<file path="src/rtl/uart_boot_loader.sv">
// UART boot loader: turns the byte stream MAGIC, len[15:0], little-endian words into imem writes; holds the CPU in reset until loaded.
// Define BOOT_CHECKSUM_EN to require a trailing XOR checksum byte over the length and data bytes.
module uart_boot_loader #(
    parameter int unsigned ADDR_W         = 12,
    parameter logic [7:0]  MAGIC          = 8'hA5,
    parameter int unsigned TIMEOUT_CYCLES = 100_000_000
) (
    input  logic              clk,
    input  logic              rst,
    input  logic [7:0]        rx_byte,
    input  logic              byte_read,
    output logic              mem_we,
    output logic [ADDR_W-1:0] mem_addr,
    output logic [31:0]       mem_wdata,
    output logic              cpu_rst,
    output logic              busy,
    output logic              done,
    output logic              error
);
    localparam int unsigned TMO_W     = $clog2(TIMEOUT_CYCLES + 1);
    localparam int unsigned MAX_WORDS = 2 ** ADDR_W;

    typedef enum logic [2:0] {IDLE, LEN0, LEN1, DATA, CHK, DONE, ERROR} state_t;

    // State entered once the last length/data byte has been consumed
`ifdef BOOT_CHECKSUM_EN
    localparam state_t TAIL = CHK;
`else
    localparam state_t TAIL = DONE;
`endif

    state_t           state;
    logic             byte_read_q;
    logic [15:0]      len;
    logic [15:0]      word_cnt;
    logic [1:0]       byte_idx;
    logic [7:0]       cksum;
    logic [TMO_W-1:0] tmo_cnt;

    logic        ev_c;
    logic        active_c;
    logic        timed_out_c;
    logic [15:0] len_full_c;

    assign ev_c        = byte_read & ~byte_read_q;
    assign timed_out_c = (tmo_cnt == TMO_W'(TIMEOUT_CYCLES));
    assign len_full_c  = {rx_byte, len[7:0]};
`ifdef BOOT_CHECKSUM_EN
    assign active_c = (state == LEN0) || (state == LEN1) || (state == DATA) || (state == CHK);
`else
    assign active_c = (state == LEN0) || (state == LEN1) || (state == DATA);
`endif

    // Byte-event sequencer; all outputs registered
    always_ff @(posedge clk or posedge rst) begin
        if (rst) begin
            state       <= IDLE;
            byte_read_q <= 1'b0;
            len         <= '0;
            word_cnt    <= '0;
            byte_idx    <= '0;
            cksum       <= '0;
            tmo_cnt     <= '0;
            mem_we      <= 1'b0;
            mem_addr    <= '0;
            mem_wdata   <= '0;
            cpu_rst     <= 1'b1;
            busy        <= 1'b0;
            done        <= 1'b0;
            error       <= 1'b0;
        end else begin
            byte_read_q <= byte_read;
            mem_we      <= 1'b0;

            // Inter-byte watchdog, only while an image is in flight
            if (active_c) begin
                if (ev_c) begin
                    tmo_cnt <= '0;
                end else if (!timed_out_c) begin
                    tmo_cnt <= tmo_cnt + TMO_W'(1);
                end
            end

            if (active_c && !ev_c && timed_out_c) begin
                state <= ERROR;
                error <= 1'b1;
                busy  <= 1'b0;
            end else begin
                case (state)
                    IDLE, ERROR: begin
                        if (ev_c && rx_byte == MAGIC) begin
                            state    <= LEN0;
                            busy     <= 1'b1;
                            error    <= 1'b0;
                            len      <= '0;
                            word_cnt <= '0;
                            byte_idx <= '0;
                            cksum    <= '0;
                            tmo_cnt  <= '0;
                            mem_addr <= '0;
                        end
                    end
                    LEN0: begin
                        if (ev_c) begin
                            len[7:0] <= rx_byte;
                            cksum    <= cksum ^ rx_byte;
                            state    <= LEN1;
                        end
                    end
                    LEN1: begin
                        if (ev_c) begin
                            len[15:8] <= rx_byte;
                            cksum     <= cksum ^ rx_byte;
                            if (len_full_c == 16'd0) begin
                                state <= TAIL;
                                if (TAIL == DONE) begin
                                    done <= 1'b1;
                                    busy <= 1'b0;
                                end
                            end else if (32'(len_full_c) > MAX_WORDS) begin
                                state <= ERROR;
                                error <= 1'b1;
                                busy  <= 1'b0;
                            end else begin
                                state <= DATA;
                            end
                        end
                    end
                    DATA: begin
                        // Leave only after the final write pulse has been issued
                        if (mem_we && word_cnt == len) begin
                            state <= TAIL;
                            if (TAIL == DONE) begin
                                done <= 1'b1;
                                busy <= 1'b0;
                            end
                        end else if (ev_c) begin
                            cksum                          <= cksum ^ rx_byte;
                            mem_wdata[{byte_idx, 3'b000} +: 8] <= rx_byte;
                            byte_idx                       <= byte_idx + 2'd1;
                            if (byte_idx == 2'd3) begin
                                mem_we   <= 1'b1;
                                mem_addr <= ADDR_W'(word_cnt);
                                word_cnt <= word_cnt + 16'd1;
                            end
                        end
                    end
`ifdef BOOT_CHECKSUM_EN
                    CHK: begin
                        if (ev_c) begin
                            busy <= 1'b0;
                            if (rx_byte == cksum) begin
                                state <= DONE;
                                done  <= 1'b1;
                            end else begin
                                state <= ERROR;
                                error <= 1'b1;
                            end
                        end
                    end
`endif
                    DONE: begin
                        cpu_rst <= 1'b0;
                    end
                    default: begin
                        state <= IDLE;
                    end
                endcase
            end
        end
    end
endmodule
</file>
<file path="config.mk">
export PLATFORM = sky130hd
export DESIGN_NAME = uart_boot_loader
export DESIGN_NICKNAME = d
export VERILOG_FILES = /design/src/rtl/uart_boot_loader.sv
export SDC_FILE = /design/constraint.sdc
export NUM_CORES = 1
export LEC_CHECK = 0
export BUFFER_PORTS_ARGS = -buffer_cell sky130_fd_sc_hd__buf_2
export CAP_MARGIN = 20
export CORE_AREA = 2 2 105 107
export DETAILED_ROUTE_END_ITERATION = 7
export DIE_AREA = 0 0 107 109
export GPL_TIMING_DRIVEN = 1
export PLACE_DENSITY = 0.75
export SYNTH_ARGS = -nofsm -noshare
export SYNTH_HDL_FRONTEND = slang
export SYNTH_SLANG_ARGS = --single-unit
</file>
<file path="constraint.sdc">
create_clock -name clk -period 5 [get_ports clk]
set_input_delay 0.25 -clock clk [delete_from_list [all_inputs] [get_ports clk]]
set_output_delay 0.25 -clock clk [all_outputs]
set_load 0.02 [all_outputs]
</file>
==> metrics, run 1 <==
outcome=finished clean; crit share post-route=57.8%; CTS sink cnt=114; clock-pin slew on the worst setup and hold paths=50 ps; Slew Limit Fails=0; LEAKAGE=3.13 nW; router iterations before antenna repair=5; commonest non-fill, non-tap cell in the layout=nand2_1; core box area=0.0106 mm^2; syn nets=638; Seq cells post-synth=114; DR vias=4633; DR iter-0 viols=345; overall power=2.90 mW; DP Cell Count=788; pwr dens=436 mW/mm^2; Chip Height=109 um; RSZ-0062 raised after global routing=no; post-CTS setup buffer count=0; Die W=107 um; worst hold path type=primary input to flop; syn_area_per_cell=9.24 um^2; initial antenna violation count=0; I/O Pins=60; Fillers=875; fraction of registers with async set/reset=100%; final hold vios=0; Port Buffers=59; Area growth syn-to-layout=16.4%; post_cts resized=0; final core occ=62.7%; Post-synth EDFFs=0; initial core utilization=53.8%; critical path endpoint category=flop; sum of negative setup slack=0 ps; minimum clock period=2890 ps; Non-Filler Instances=822; Remaining DRCs=0; synth warn=0; layout cells sized above 1=15.4%; max cap viols=0; Total Routing Usage GR=24.9%; GRT overflow=0; Fmax=346 MHz; H-tree levels=4; synth unique cells=58; WS Path Type=flop to flop; vias in the first global route=4436; Slew @ Worst Pin=974 ps; Routed Antenna Nets=0; WL final=13200 um; Nets=690; Synth area leaders=dfrtp_1 (50%), nand2_1 (7.6%), o21ai_0 (6.0%); largest net degree at the start of global routing=73; cell taking the most area after synthesis=dfrtp_1; Max FO, Critical Path=22; Worst Skew=8.27 ps; WP data arrival=3330 ps; Clock Path Buffers=2; Clk Tree Root Cell=clkbuf_8; die area=0.0117 mm^2; Slew Limit Headroom=35.1%; Multi-input gate area=0.00266 mm^2; most frequent cells in the layout=nand2_1 (115), dfrtp_1 (113), o21ai_0 (69), buf_2 (59), nor2_1 (44); CTS Buf Count=17; WL per Instance=16.1 um; Synth Flop Type=dfrtp_1; type of origin of the critical path=flop; top cell type's share of synthesized area=49.5%; Post-Synthesis Cell Area=0.00571 mm^2; post-synthesis cell count=618; HPWL after DPL=8870 um; ant diodes=0; Routability Congestion=0.902; worst vdd ir=302 uV; register area=0.00285 mm^2; post-synthesis sequential area ratio=50.0%; worst-skew pair later-pin latency=530 ps; global-route wire length before repair=22300 um; CTS tree=built; # rows=38; CP required=5440 ps; count of final setup violators=0; via-per-instance ratio=5.64
synth_stat cells (3+ instances only):
master and number:
nand2_1 115, dfrtp_1 113, o21ai_0 69, nor2_1 44, nand3_1 30, xor2_1 25
a21oi_1 23, clkbuf_1 23, nor3_1 14, xnor2_1 14, a22o_1 13, or3_1 13
inv_1 12, nand4_1 12, ha_1 9, nor4_1 8, buf_2 7, nand2b_1 6
and3_1 5, and2_1 4, mux2i_1 4, nor3b_1 4, buf_6 3, nor2b_1 3
nor4b_1 3, o21a_1 3
path summary, 6_finish.rpt:
check	endpoint	start	slack (ps)	cells past startpoint
worst max-delay path	word_cnt[4]$_DFFE_PP0P_	state[2]$_DFFE_PP0P_	2110	7
worst min-delay path	mem_wdata[0]$_DFFE_PP0P_	rx_byte[0]	60	3
worst max register to register	word_cnt[4]$_DFFE_PP0P_	state[2]$_DFFE_PP0P_	2110	7
worst min register to register	done$_DFFE_PP0P_	done$_DFFE_PP0P_	460	2
max in group asynchronous	word_cnt[0]$_DFFE_PP0P_	rst	3430	4
min in group asynchronous	tmo_cnt[24]$_DFF_PP0_	rst	430	3
per-layer routing:
layer	up-vias	share of wire (%)	track usage, %
met5	-	0	0
met4	0	2.1	10.9
met3	29	4.7	6.81
met2	129	49	39.8
met1	2226	44	32.0
li1	2249	-	-
flip-flops by register name, indices dropped and copies added, names as in the netlist:
name and flops:
busy 1, byte_idx 2, byte_read_q 1, cpu_rst 1
done 1, error 1, len 16, mem_addr 12
mem_wdata 32, mem_we 1, state 3, tmo_cnt 27
word_cnt 16
kinds of logic (layout without fill, tap and decap cells):
group	Yosys count	in the layout	synth area share (%)
and+or+nand+nor	272	272	22.8
AOI/OAI and AO/OA	134	134	14.8
DFF	114	114	50.0
buffers and inverters	45	109	3.51
xor gates and xnor gates	39	39	5.98
adders and majority gates	9	9	1.97
muxes	5	5	0.899
per-stage QoR:
stage               worst slack, ps  instance area [um^2]  hold WS (ps)
floorplan                      1740                  5710           281
global placement               2310                  6060           408
detailed placement             2060                  6060           420
CTS                            2050                  6640          38.9
global route                   1940                  6650          56.4
finish                         2110                  6650          62.6
area by class of cell:
type | count | share of cell area (%)
repair buffers | 66 | 5.31
clock buffers | 26 | 7.34
flip-flops and latches | 114 | 42.9
inverters | 12 | 0.715
well taps | 140 | 2.64
multi-input cells | 459 | 39.9
clock inverters | 5 | 1.13
worst max-delay path: stages (launching register included):
cell,delay [ps]
dfrtp_1,510
or2_2,390
a21oi_4,280
and2_1,620
a31oi_4,70
or2_4,370
or3_1,380
a21oi_1,170
report_power, final:
| group | total [mW] | switching [mW] | leakage (nW) | internal, mW |
|---|---|---|---|---|
| Combinational | 0.523 | 0.316 | 1.31 | 0.207 |
| Clock | 1.15 | 0.394 | 0.279 | 0.756 |
| Sequential | 1.23 | 0.165 | 1.54 | 1.06 |
timing repair:
action,in CTS,in global routing
hold buffers,2,0
hold endpoints to repair,71,0
endpoints found under the setup margin,0,0
Power figures use the tool's default switching activity.
==> run 2, diff against run 1 <==
--- a/config.mk
+++ b/config.mk
@@ -5,11 +5,12 @@
 export SDC_FILE = /design/constraint.sdc
 export NUM_CORES = 1
 export LEC_CHECK = 0
+export ABC_AREA = 1
 export BUFFER_PORTS_ARGS = -buffer_cell sky130_fd_sc_hd__buf_2
 export CAP_MARGIN = 20
-export CORE_AREA = 2 2 105 107
+export CORE_AREA = 2 2 114 116
 export DETAILED_ROUTE_END_ITERATION = 7
-export DIE_AREA = 0 0 107 109
+export DIE_AREA = 0 0 116 118
 export GPL_TIMING_DRIVEN = 1
 export PLACE_DENSITY = 0.75
 export SYNTH_ARGS = -nofsm -noshare
==> constraint.sdc (replaced) <==
create_clock -name clk -period 2.4 [get_ports clk]
set_input_delay 0.12 -clock clk [delete_from_list [all_inputs] [get_ports clk]]
set_output_delay 0.12 -clock clk [all_outputs]
set_load 0.02 [all_outputs]
==> metrics, run 2 <==
post-synthesis sequential area ratio=43.1% (-6.9 points); number of cells on the worst hold path=3 (unchanged); outcome=finished clean; initial antenna violation count=0 (unchanged); Post-synth EDFFs=0 (unchanged); post_cts resized=0 (unchanged); Routed Antenna Nets=0 (unchanged); core box area=0.0124 mm^2 (+17%); Placed Instance Area=0.00706 mm^2 (+17%); vias in the first global route=5498 (+24%); Chip Height=118 um (+8.3%); Nets=988 (+43%); CP dominant cell by count=nand2_1; crit share post-route=90.5% (+33 points); pwr dens=989 mW/mm^2 (+130%); Slew Limit Fails=0 (unchanged); final hold vios=0 (unchanged); RR Startpoint=tmo_cnt[0]$_DFF_PP0_; sum of negative setup slack=0 ps (unchanged); syn_area_per_cell=7.36 um^2 (-20%); Synth Flop Type=dfrtp_1; LEAKAGE=3.84 nW (+23%); Die W=116 um (+8.4%); clock-pin slew on the worst setup and hold paths=50 ps (about the same); Hold Startpoint=rx_byte[5]; Port Buffers=59 (unchanged); router iterations before antenna repair=5 (unchanged); top cell type's share of synthesized area=42.7% (-6.8 points); count leader, synth=nand2_1; CP bufs+invs=2 (+2); Remaining DRCs=0 (unchanged); largest reg by FF count=mem_wdata; minimum clock period=2170 ps (-717 ps); WL per Instance=13.8 um (-14%); via-per-instance ratio=5.17 (-8.2%); Total Routing Usage GR=24.6% (-0.30 points); CTS Buf Count=17 (unchanged); CP required=2700 ps (-2740 ps); Seq cells post-synth=114 (unchanged); WHS Endpoint=len[13]$_DFFE_PP0P_; RR Endpoint=mem_wdata[15]$_DFFE_PP0P_; max FFs per register=32 (unchanged); DR iter-0 viols=400 (+16%); Fillers=1158 (+32%); critical path endpoint category=flop; synth unique cells=47 (-19%); CTS tree=built; Worst Skew=6.84 ps (-1.44 ps); Cell Chain, Critical Path=inv_1 -> ha_1 -> nor3b_1 -> nand2_1 -> nor2_1 -> nand3_2 -> nand3_2 -> buf_4 -> nor2_2 -> nand2_1 -> nand2_1; RSZ-0062 raised after global routing=no; commonest non-fill, non-tap cell in the layout=nand2_1; worst vdd ir=639 uV (+110%); ant diodes=0 (unchanged); WP data arrival=2470 ps (-860 ps); largest net degree at the start of global routing=115 (+58%); CP delay by family, top=simple AND/OR/NAND/NOR gates; Clock Path Buffers=2 (unchanged); Critical Path Slowest Stage Cell=dfrtp_1; HPWL after DPL=11200 um (+26%); CTS sink cnt=114 (unchanged); Synth area leaders=dfrtp_1 (43%), nand2_1 (17%), nor2_1 (5.3%); synth warn=0 (unchanged); Routability Congestion=0.922 (+2.2%); Clk Tree Root Cell=clkbuf_16; H-tree levels=4 (unchanged); Area growth syn-to-layout=15.1%; syn nets=920 (+44%); # rows=41 (+7.9%); count of final setup violators=0 (unchanged); fraction of registers with async set/reset=100% (unchanged); I/O Pins=60 (unchanged); type of origin of the critical path=flop; Worst R2R Path Depth=11 (+4); max cap viols=0 (unchanged); Slew @ Worst Pin=603 ps (-371 ps); most frequent cells in the layout=nand2_1 (297), dfrtp_1 (113), nor2_1 (94), inv_1 (88), buf_2 (59); Reg2Reg Setup Slack=230 ps (-1880 ps); GRT overflow=0 (unchanged); WS Path Type=flop to flop; die area=0.0137 mm^2 (+17%); Max FO, Critical Path=29 (+32%); Finished Cell Area=0.00762 mm^2 (+15%); critical path's largest stage delay=430 ps (-190 ps); worst hold path type=primary input to flop; cell taking the most area after synthesis=dfrtp_1; Fmax=460 MHz (+33%); Post-Synthesis Cell Area=0.00662 mm^2 (+16%); post-synthesis cell count=900 (+46%); Slew Limit Headroom=59.8% (+25 points); WL final=15900 um (+20%); DR vias=5959 (+29%); initial core utilization=53.3% (-0.50 points); layout cells sized above 1=16.5% (+1.1 points); global-route wire length before repair=26500 um (+19%); Largest regs=mem_wdata: 32 flops, tmo_cnt: 27 flops; worst-skew pair later-pin latency=420 ps (-110 ps); top post-synthesis cells by count=nand2_1 (297), dfrtp_1 (113), nor2_1 (94); final core occ=61.4% (-1.3 points)
run 2: cell types whose count changed after synthesis, moves of 10 or more:
cell,before,now
nand2_1,115,297
inv_1,12,89
nor2_1,44,94
nand3_1,30,51
clkbuf_1,23,3
o21ai_0,69,50
nand2_2,0,15
xnor2_1,14,0
a22o_1,13,0
or3_1,13,0
nor3_1,14,26
xor2_1,25,13
inv_2,0,10
o21ai_2,0,10
run 2: metal layers:
metal / global-route usage, % / vias to the layer above / share of wire [%]
met3: 7.00 / 36 / 6.1
met2: 36.7 / 154 / 46
li1: - / 2996 / -
met1: 33.9 / 2773 / 46
met4: 9.38 / 0 / 2.2
met5: 0 / - / 0
run 2: worst max-delay path by stage:
stage | from | endpoint | slack (ps) | depth (start not counted)
final | tmo_cnt[0]$_DFF_PP0_ | mem_wdata[15]$_DFFE_PP0P_ | 230 | 11
after global routing | word_cnt[5]$_DFFE_PP0P_ | mem_wdata[15]$_DFFE_PP0P_ | 20 | 12
after CTS | tmo_cnt[0]$_DFF_PP0_ | word_cnt[6]$_DFFE_PP0P_ | 230 | 13
after detailed placement | tmo_cnt[0]$_DFF_PP0_ | word_cnt[10]$_DFFE_PP0P_ | 270 | 13
after global placement | tmo_cnt[0]$_DFF_PP0_ | word_cnt[10]$_DFFE_PP0P_ | 310 | 13
after floorplan | byte_idx[0]$_DFFE_PP0P_ | mem_wdata[0]$_DFFE_PP0P_ | 350 | 8
run 2: metrics by stage:
stage                     worst slack, ps  total power, mW  cells  hold slack (ps)
after CTS                             233             7.52   1152             23.8
after global placement                310             5.21   1118              243
final                                 228             7.53   1152             34.1
after detailed placement              269             5.26   1118              248
after floorplan                       345             4.68    900              151
after global routing                 17.5             8.02   1152             38.8
run 2: power by group:
part	internal (mW)	switching, mW
sequential	2.19	0.235
clock	1.41	0.840
combinational	0.881	1.98
total	4.48	3.06
run 2: cell families (layout without fill, tap and decap cells):
logic type | Yosys count | in the layout | share of synthesized area, %
and+or+nand+nor | 537 | 537 | 36.4
DFF | 114 | 114 | 43.1
buffers and inverters | 126 | 206 | 8.37
xor gates and xnor gates | 13 | 13 | 1.72
AOI/OAI and AO/OA | 101 | 101 | 8.69
adders and majority gates | 9 | 9 | 1.70
run 2: tightest hold or removal path: cells and delay by family:
| kind | cells | cell delay, ps |
|---|---|---|
| AOI/OAI and AO/OA | 1 | 70 |
| buffers and inverters | 1 | 140 |
| and+or+nand+nor | 1 | 80 |
run 2: cell type report:
type                    instances  area (um^2)  area share, %
clock inverters                 5         27.5          0.361
flip-flops and latches        114         2850           37.5
clock buffers                  26          499           6.55
multi-input cells             660         3210           42.2
well taps                     172          215           2.82
inverters                     102          389           5.11
repair buffers                 73          420           5.52
run 2: timing repair:
item / CTS / global route
buffers inserted: 0 / 0
endpoints found under the hold margin: 115 / 0
hold buffers: 3 / 0
==> run 3, diff against run 2 <==
--- a/config.mk
+++ b/config.mk
@@ -13,6 +13,7 @@
 export DIE_AREA = 0 0 116 118
 export GPL_TIMING_DRIVEN = 1
 export PLACE_DENSITY = 0.75
+export SETUP_SLACK_MARGIN = 0.02
 export SYNTH_ARGS = -nofsm -noshare
 export SYNTH_HDL_FRONTEND = slang
 export SYNTH_SLANG_ARGS = --single-unit
==> constraint.sdc (replaced) <==
create_clock -name clk -period 2.4 [get_ports clk]
set_input_delay 0.72 -clock clk [delete_from_list [all_inputs] [get_ports clk]]
set_output_delay 0.72 -clock clk [all_outputs]
set_load 0.02 [all_outputs]
==> metrics, run 3 (same netlist as run 2, synthesis figures left out) <==
Clock Path Buffers=2 (unchanged); initial antenna violation count=0 (unchanged); router iterations before antenna repair=5 (unchanged); type of origin of the critical path=flop; die area=0.0137 mm^2 (unchanged); Fmax=473 MHz (+2.6%); RSZ-0062 raised after global routing=no; HPWL after DPL=11800 um (+5.8%); CTS sink cnt=114 (unchanged); max cap viols=0 (unchanged); minimum clock period=2120 ps (-55.3 ps); WS Path Type=flop to flop; ant diodes=0 (unchanged); final hold vios=0 (unchanged); core box area=0.0124 mm^2 (unchanged); # rows=41 (unchanged); count of final setup violators=0 (unchanged); Slew Limit Fails=0 (unchanged); Post-CTS Hold Buffers=0 (-3); Finished Cell Area=0.00773 mm^2 (+1.5%); largest reg by FF count=mem_wdata; WP data arrival=2410 ps (-60 ps); Max FO, Critical Path=12 (-59%); WL per Instance=13.9 um (+0.77%); Nets=997 (+0.91%); Worst Skew=9.25 ps (+2.41 ps); Area growth syn-to-layout=16.7%; DR vias=6047 (+1.5%); Reg2Reg Setup Slack=280 ps (+60 ps); Slew @ Worst Pin=480 ps (-123 ps); Total Routing Usage GR=24.9% (+0.29 points); Port Buffers=59 (unchanged); H-tree levels=4 (unchanged); pwr dens=990 mW/mm^2 (about the same); overall power=7.65 mW (+1.6%); crit share post-route=88.2% (-2.3 points); CTS Buf Count=17 (unchanged); Routed Antenna Nets=0 (unchanged); Die W=116 um (unchanged); max FFs per register=32 (unchanged); GRT overflow=0 (unchanged); outcome=finished clean; commonest non-fill, non-tap cell in the layout=nand2_1; initial core utilization=53.3% (unchanged); Placed Instance Area=0.00718 mm^2 (+1.6%); post-CTS setup buffer count=0 (unchanged); critical path endpoint category=flop; Slew Limit Headroom=67.8% (+7.9 points); Remaining DRCs=0 (unchanged); most frequent cells in the layout=nand2_1 (297), dfrtp_1 (113), nor2_1 (94), inv_1 (88), buf_2 (59); LEAKAGE=3.91 nW (+1.8%); Routability Congestion=0.960 (+4.1%); layout cells sized above 1=17.6% (+1.0 points); largest net degree at the start of global routing=41 (-64%); via-per-instance ratio=5.20 (+0.60%); CP required=2700 ps (about the same); sum of negative setup slack=0 ps (unchanged); DR iter-0 viols=527 (+32%); I/O Pins=60 (unchanged); Largest regs=mem_wdata: 32 flops, tmo_cnt: 27 flops; vias in the first global route=5556 (+1.1%); WL final=16200 um (+1.6%); clock-pin slew on the worst setup and hold paths=50 ps (about the same); global-route wire length before repair=26900 um (+1.3%); post_cts resized=0 (unchanged); worst vdd ir=588 uV (-8.0%); worst hold path type=primary input to async pin; CTS tree=built; Clk Tree Root Cell=clkbuf_16; worst-skew pair later-pin latency=420 ps (about the same); Chip Height=118 um (unchanged)
-- run 3: cell count changes in the layout (fill, tap and decap cells not counted), sizes merged --
| cell | before | now |
|---|---|---|
| buf | 70 | 82 |
| bufinv | 0 | 1 |
| dlygate4sd3 | 3 | 0 |
| clkbuf | 26 | 27 |
| clkinvlp | 2 | 1 |
-- run 3: worst paths after layout --
| check | depth (start not counted) | start | end |
|---|---|---|---|
| worst min register to register | 2 | cpu_rst$_DFFE_PP1P_ | cpu_rst$_DFFE_PP1P_ |
| max in group asynchronous | 3 | rst | cpu_rst$_DFFE_PP1P_ |
| worst max-delay path | 9 | state[2]$_DFFE_PP0P_ | mem_wdata[25]$_DFFE_PP0P_ |
| worst max register to register | 9 | state[2]$_DFFE_PP0P_ | mem_wdata[25]$_DFFE_PP0P_ |
| worst min-delay path | 2 | rst | tmo_cnt[16]$_DFF_PP0_ |
| min in group clk | 1 | byte_read | byte_read_q$_DFF_PP0_ |
-- run 3: through the flow --
stage / setup slack [ps] / util, % / instances / hold WS (ps)
finish: 284 / 62.3 / 1162 / 329
global route: 77.2 / 62.3 / 1162 / 342
CTS: 273 / 62.3 / 1162 / 329
detailed placement: 70.0 / 57.8 / 1130 / 449
global placement: 113 / 57.8 / 1130 / 439
floorplan: 295 / - / 900 / 469
-- run 3: area by class of cell --
class | count | area, um^2
tap | 172 | 215
fill | 1145 | 4680
multi-input combinational | 660 | 3210
clock inverter | 5 | 50.0
inverter | 102 | 389
clock buffer | 27 | 503
timing repair buffer | 82 | 505
sequential | 114 | 2850
-- run 3: power breakdown --
group	internal, mW	switching [mW]	total (mW)	leakage [nW]
Sequential	2.19	0.225	2.41	1.55
Combinational	0.887	1.98	2.87	2.08
Clock	1.52	0.844	2.37	0.275
-- run 3: critical path, stage by stage (launching register included) --
cell and delay [ps]:
dfrtp_1 380, inv_2 100, nand2_2 120, nor2_2 240, inv_2 160, nor2_2 170
nand3_2 260, buf_4 280, o21ai_0 190, nand2_1 80
-- run 3: layer usage --
layer	part of all wire (%)	GRT usage, %	vias to the layer above
met5	0	0	-
met4	1.7	8.33	0
met3	6.0	6.80	22
met2	46	36.8	154
met1	47	35.3	2854
li1	-	-	3017
